===== src/rtl/mem_stream_pkg.sv =====
// Shared encodings for the LBIST memory stream controller and the ORA compare block.
// Optional feature macro used by the controller: STREAM_LOOP_EN.
package mem_stream_pkg;

  typedef enum logic [2:0] {
    IDLE,
    WR,
    RD,
    DRAIN,
    DONE
  } state_t;

  localparam logic MODE_READ  = 1'b0;
  localparam logic MODE_WRITE = 1'b1;

endpackage


===== src/rtl/mem_stream_skid.sv =====
// Two-entry FIFO that absorbs registered read data from the word memory.
// Push and pop are ignored when full or empty respectively.
module mem_stream_skid #(
  parameter int W = 8
) (
  input  logic         clk,
  input  logic         rst_n,
  input  logic         push,
  input  logic         pop,
  input  logic [W-1:0] din,
  output logic [W-1:0] dout,
  output logic         full,
  output logic         empty,
  output logic [1:0]   count
);

  logic [W-1:0] r_mem [2];
  logic         r_wp;
  logic         r_rp;
  logic [1:0]   r_cnt;
  logic         w_push;
  logic         w_pop;

  assign full   = (r_cnt == 2'd2);
  assign empty  = (r_cnt == 2'd0);
  assign count  = r_cnt;
  assign dout   = r_mem[r_rp];
  assign w_push = push && !full;
  assign w_pop  = pop && !empty;

  always_ff @(posedge clk or negedge rst_n) begin
    if (!rst_n) begin
      r_mem[0] <= '0;
      r_mem[1] <= '0;
      r_wp     <= 1'b0;
      r_rp     <= 1'b0;
      r_cnt    <= 2'd0;
    end else begin
      if (w_push) begin
        r_mem[r_wp] <= din;
        r_wp        <= ~r_wp;
      end
      if (w_pop)
        r_rp <= ~r_rp;
      r_cnt <= r_cnt + {1'b0, w_push} - {1'b0, w_pop};
    end
  end

endmodule


===== src/rtl/mem_stream_ctrl.sv =====
// LBIST word-memory initiator: load words in, stream stored words out.
// STREAM_LOOP_EN adds a stop input and cyclic re-reading of the region.
module mem_stream_ctrl
  import mem_stream_pkg::*;
#(
  parameter int WORD_SIZE    = 8,
  parameter int ADDRESS_BITS = 8
) (
  input  logic                    clk,
  input  logic                    rst_n,
`ifdef STREAM_LOOP_EN
  input  logic                    stop,
`endif
  input  logic                    cmd_start,
  input  logic                    cmd_write,
  input  logic [ADDRESS_BITS-1:0] cmd_base,
  input  logic [ADDRESS_BITS:0]   cmd_len,
  output logic                    busy,
  output logic                    done,
  input  logic                    wr_valid,
  output logic                    wr_ready,
  input  logic [WORD_SIZE-1:0]    wr_data,
  output logic                    out_valid,
  input  logic                    out_ready,
  output logic [WORD_SIZE-1:0]    out_data,
  output logic                    mem_enable,
  output logic                    mem_rw,
  output logic [ADDRESS_BITS-1:0] mem_add,
  output logic [WORD_SIZE-1:0]    mem_data_w,
  input  logic [WORD_SIZE-1:0]    mem_data_r
);

  localparam int A = ADDRESS_BITS;
  localparam int W = WORD_SIZE;

  state_t       r_state;
  logic [A-1:0] r_addr;
  logic [A:0]   r_rem;
  logic         r_pend;
`ifdef STREAM_LOOP_EN
  logic [A-1:0] r_base;
  logic [A:0]   r_len;
`endif

  logic         w_stop;
  logic         w_wr_fire;
  logic         w_rd_issue;
  logic         w_pop;
  logic         w_full;
  logic         w_empty;
  logic [1:0]   w_cnt;
  logic [2:0]   w_occ;
  logic [W-1:0] w_head;
  logic         w_last;

`ifdef STREAM_LOOP_EN
  assign w_stop = stop;
`else
  assign w_stop = 1'b0;
`endif

  // Occupancy counts the in-flight read and discounts this cycle's pop,
  // which keeps a full-rate stream when the sink is always ready.
  assign w_pop      = !w_empty && out_ready;
  assign w_occ      = {2'b0, r_pend} + {1'b0, w_cnt} - {2'b0, w_pop};
  assign w_wr_fire  = (r_state == WR) && wr_valid;
  assign w_rd_issue = (r_state == RD) && !w_stop && !w_full
                      && (w_occ < 3'd2);
  assign w_last     = (r_rem == (A+1)'(1));

  assign busy       = (r_state != IDLE);
  assign done       = (r_state == DONE);
  assign wr_ready   = (r_state == WR);
  assign mem_enable = w_wr_fire || w_rd_issue;
  assign mem_rw     = w_wr_fire;
  assign mem_add    = mem_enable ? r_addr : '0;
  assign mem_data_w = w_wr_fire ? wr_data : '0;
  assign out_valid  = !w_empty;
  assign out_data   = w_empty ? '0 : w_head;

  mem_stream_skid #(.W(W)) u_skid (
    .clk   (clk),
    .rst_n (rst_n),
    .push  (r_pend),
    .pop   (w_pop),
    .din   (mem_data_r),
    .dout  (w_head),
    .full  (w_full),
    .empty (w_empty),
    .count (w_cnt)
  );

  always_ff @(posedge clk or negedge rst_n) begin
    if (!rst_n) begin
      r_state <= IDLE;
      r_addr  <= '0;
      r_rem   <= '0;
      r_pend  <= 1'b0;
`ifdef STREAM_LOOP_EN
      r_base  <= '0;
      r_len   <= '0;
`endif
    end else begin
      r_pend <= w_rd_issue;
      unique case (r_state)
        IDLE: if (cmd_start) begin
          r_addr <= cmd_base;
          r_rem  <= cmd_len;
`ifdef STREAM_LOOP_EN
          r_base <= cmd_base;
          r_len  <= cmd_len;
`endif
          if (cmd_len == '0)
            r_state <= DONE;
          else if (cmd_write == MODE_WRITE)
            r_state <= WR;
          else
            r_state <= RD;
        end
        WR: if (w_wr_fire) begin
          r_addr <= r_addr + 1'b1;
          r_rem  <= r_rem - 1'b1;
          if (w_last)
            r_state <= DONE;
        end
        RD: begin
          if (w_rd_issue) begin
            r_addr <= r_addr + 1'b1;
            r_rem  <= r_rem - 1'b1;
          end
          if (w_stop)
            r_state <= DRAIN;
          else if (w_rd_issue && w_last) begin
`ifdef STREAM_LOOP_EN
            r_addr <= r_base;
            r_rem  <= r_len;
`else
            r_state <= DRAIN;
`endif
          end
        end
        DRAIN: if (!r_pend && w_empty)
          r_state <= DONE;
        DONE: r_state <= IDLE;
        default: r_state <= IDLE;
      endcase
    end
  end

endmodule

===== config.mk =====
export PLATFORM = sky130hd
export DESIGN_NAME = mem_stream_ctrl
export DESIGN_NICKNAME = d
export VERILOG_FILES = /design/src/rtl/mem_stream_pkg.sv /design/src/rtl/mem_stream_skid.sv /design/src/rtl/mem_stream_ctrl.sv
export SDC_FILE = /design/constraint.sdc
export NUM_CORES = 1
export LEC_CHECK = 0
export CAP_MARGIN = 15
export CORE_UTILIZATION = 52
export DETAILED_ROUTE_END_ITERATION = 16
export HOLD_SLACK_MARGIN = 0.02
export PLACE_DENSITY_LB_ADDON = 0.08
export SLEW_MARGIN = 0
export SYNTH_ARGS = -nofsm -noshare
export SYNTH_HDL_FRONTEND = slang
export SYNTH_SLANG_ARGS = --single-unit

===== constraint.sdc =====
create_clock -name clk -period 7.4 [get_ports clk]
set_clock_uncertainty 0.05 [all_clocks]
set_input_delay 1.48 -clock clk [delete_from_list [all_inputs] [get_ports clk]]
set_output_delay 1.48 -clock clk [all_outputs]
set_load 0.02 [all_outputs]

==> results.sh <==
export IMPL_nets=361
export IMPL_grt_pass1_wl_microns=9756
export IMPL_placement_io_buffers=68
export IMPL_synth_area_per_cell_sq_um=9.867
export IMPL_leakage_nw=1.372
export IMPL_post_cts_setup_buffers=0
export IMPL_hpwl_microns=4154
export IMPL_slew_headroom_pct=32.04
export IMPL_htreeDepth=2
export IMPL_grt_max_degree=42
export IMPL_cp_max_fo=8
export IMPL_fp_row_count=24
export IMPL_clk_pin_slew_ns=0.08
export IMPL_fp_dieW_microns=71.42
export IMPL_die_area_sq_um=5101
export IMPL_setup_viol=0
export IMPL_p_total_mw=1.375
export IMPL_grt_pass1_vias=2131
export IMPL_synth_seq_area_share_pct=40.94
export IMPL_cts_hold_buf=0
export IMPL_drive_above_1_share_pct=11.39
export IMPL_crit_arrival_ns=4.83
export IMPL_design_core_area_sq_um=4504
export IMPL_dp_slack_ns=1.040
export IMPL_cts_tree="built"
export IMPL_area_growth_pct=30.65
export IMPL_clk_latency_ns=0.28
export IMPL_tightest_slew_ns=1.012
export IMPL_synth_area_sq_um=2506
export IMPL_post_cts_resized=0
export IMPL_synthArstFlopShare_pct=100.0
export IMPL_ant_nets=0
export IMPL_dieHeight_microns=71.42
export IMPL_min_period_ns=6.361
export IMPL_fmax_mhz=157.2
export IMPL_critPathKind="input pin to primary output"
export IMPL_hold_viol_final=0
export IMPL_power_density_nw_per_um2=419.9
export IMPL_drc=0
export IMPL_avgViaCountPerCell=5.813
export IMPL_vias=2139
export IMPL_first_pass_iters=4
export IMPL_wl_per_cell_microns=15.82
export IMPL_gp_congestion=0.8056
export IMPL_drv_cap=0
export IMPL_start_kind="input pin"
export IMPL_yosysUniqueCellTypes=50
export IMPL_overflow=0
export IMPL_cts_root_buf="clkbuf_8"
export IMPL_ys_warn_count=0
export IMPL_cts_made_buffers=5
export IMPL_initialDrtViolationCount=184
export IMPL_endpoint_kind="primary output"
export IMPL_clock_sinks=41
export IMPL_io_pins=69
export IMPL_drv_slew=0
export IMPL_synth_fp_nets=300
export IMPL_vdd_drop_max_v=0.0003058
export IMPL_fin_tns_setup_ns=0
export IMPL_antenna_found_initial=0
export IMPL_ys_seq_elements=41
export IMPL_synth_edf_count=0
export IMPL_grt_total_usage_pct=24.21
export IMPL_synth_main_ff_cell="dfrtp_1"
export IMPL_syn_inst=254
export IMPL_cp_required_ns=5.87
export IMPL_initial_core_util_pct=55.64
export IMPL_setup_ws_ns=1.039
export IMPL_fin_crit_sh_pct=85.96
export IMPL_rsz0062_at_grt="false"
export IMPL_hp_class="flop to flop"
export IMPL_antenna_cells=0
export IMPL_whs_ns=0.4575
export IMPL_clockBufferDepth=2
export IMPL_drt_total_wl_microns=5822
export IMPL_status="completed"
==> Yosys cell counts, types with 3 or more instances <==
library cell,count,share of area [%]
inv_1,15,2.2
nor3_1,7,1.4
and3_1,7,1.7
a22oi_1,4,1.2
nand2_1,7,1.0
nand3_1,6,1.2
or2_1,4,1.0
buf_2,10,2.0
nor4_1,8,2.0
nor2b_1,3,0.75
a21oi_1,7,1.4
o22ai_1,11,2.7
and2_1,8,2.0
ha_1,6,3.0
clkbuf_1,5,0.75
o2bb2ai_1,11,3.8
or3_1,3,0.75
dfrtp_1,41,41
o21ai_0,3,0.60
mux2_2,16,7.2
nor2_1,17,2.5
nor4b_1,3,1.0
a2bb2oi_1,5,1.7
mux2i_1,11,4.4
==> metrics by stage <==
| stage | instances | cell area [sq um] | utilization, % |
|---|---|---|---|
| after floorplan | 254 | 2506 | - |
| after global routing | 368 | 3274 | 72.69 |
| after global placement | 360 | 3192 | 70.86 |
| after detailed placement | 360 | 3192 | 70.86 |
| final | 368 | 3274 | 72.69 |
| after CTS | 368 | 3274 | 72.69 |
==> cell type report <==
cell class                      count  area, sq um
Multi-Input combinational cell    181         1346
Fill cell                         385         1230
Sequential cell                    41         1026
Timing Repair Buffer               71        698.2
Clock buffer                        6        72.57
Tap cell                           52        65.06
Inverter                           15        56.30
Clock inverter                      2        10.01
==> where the power goes <==
group          leakage, nW  internal [mW]  switching [mW]
clock               0.0450         0.0654          0.0749
sequential           0.499          0.332           0.116
combinational        0.828          0.376           0.410
total                 1.37          0.774           0.601
==> registers in the layout, indices dropped and copies added, names as in the netlist <==
register,count
r_addr,8
r_rem,9
u_skid.r_wp,1
u_skid.r_mem,16
u_skid.r_rp,1
r_state,3
u_skid.count,2
r_pend,1
==> metal layers <==
metal | global-route usage [%] | share of wire, % | up-vias
met5 | 0 | 0 | -
met4 | 6.667 | 0.50 | 0
met3 | 4.782 | 4.8 | 2
met2 | 43.60 | 51 | 61
met1 | 29.51 | 43 | 1023
li1 | - | - | 1053
==> final timing paths <==
path / from / end / slack, ns / cells past startpoint
worst max-delay path: out_ready / mem_add[2] / 1.04 / 12
worst min-delay path: u_skid.r_mem[7] / u_skid.r_mem[7] / 0.46 / 1
worst max register to register: u_skid.count[1] / r_rem[1] / 3.73 / 11
worst min register to register: u_skid.r_mem[7] / u_skid.r_mem[7] / 0.46 / 1
max in group asynchronous: rst_n / r_addr[0] / 5.46 / 1
min in group asynchronous: rst_n / r_rem[6] / 1.27 / 1
==> kinds of logic after synthesis <==
logic type / share of synthesized area, %
buffers and inverters: 5.442
AOI/OAI and AO/OA: 16.72
adders and majority gates: 3.794
and+or+nand+nor: 19.22
muxes: 12.48
DFF: 40.94
xor gates and xnor gates: 1.398
==> cells in the final DEF, fill, tap and decap left out, types with 3 or more instances in the layout <==
master	count
nor4_1	8
a22oi_1	4
a21oi_1	7
a2bb2oi_1	5
and2_1	8
o21ai_0	3
or2_1	4
buf_4	3
o2bb2ai_1	11
or3_1	3
o22ai_1	11
nor4b_1	3
clkdlybuf4s50_1	67
mux2_2	16
ha_1	6
dfrtp_1	41
mux2i_1	11
nor3_1	7
nor2_1	17
nand2_1	7
and3_1	7
inv_1	15
clkbuf_8	5
nand3_1	6
==> worst max-delay path, stage by stage <==
cell and delay, ns:
clkdlybuf4s50_1 0.44, nor2b_1 0.22, ha_1 0.28, inv_1 0.08, nand2_1 0.07, fa_1 0.38, or2_1 0.25, a311oi_2 0.35
buf_4 0.22, or2_1 0.27, and3_1 0.20, clkdlybuf4s50_1 0.60
Power figures use the tool's default switching activity.
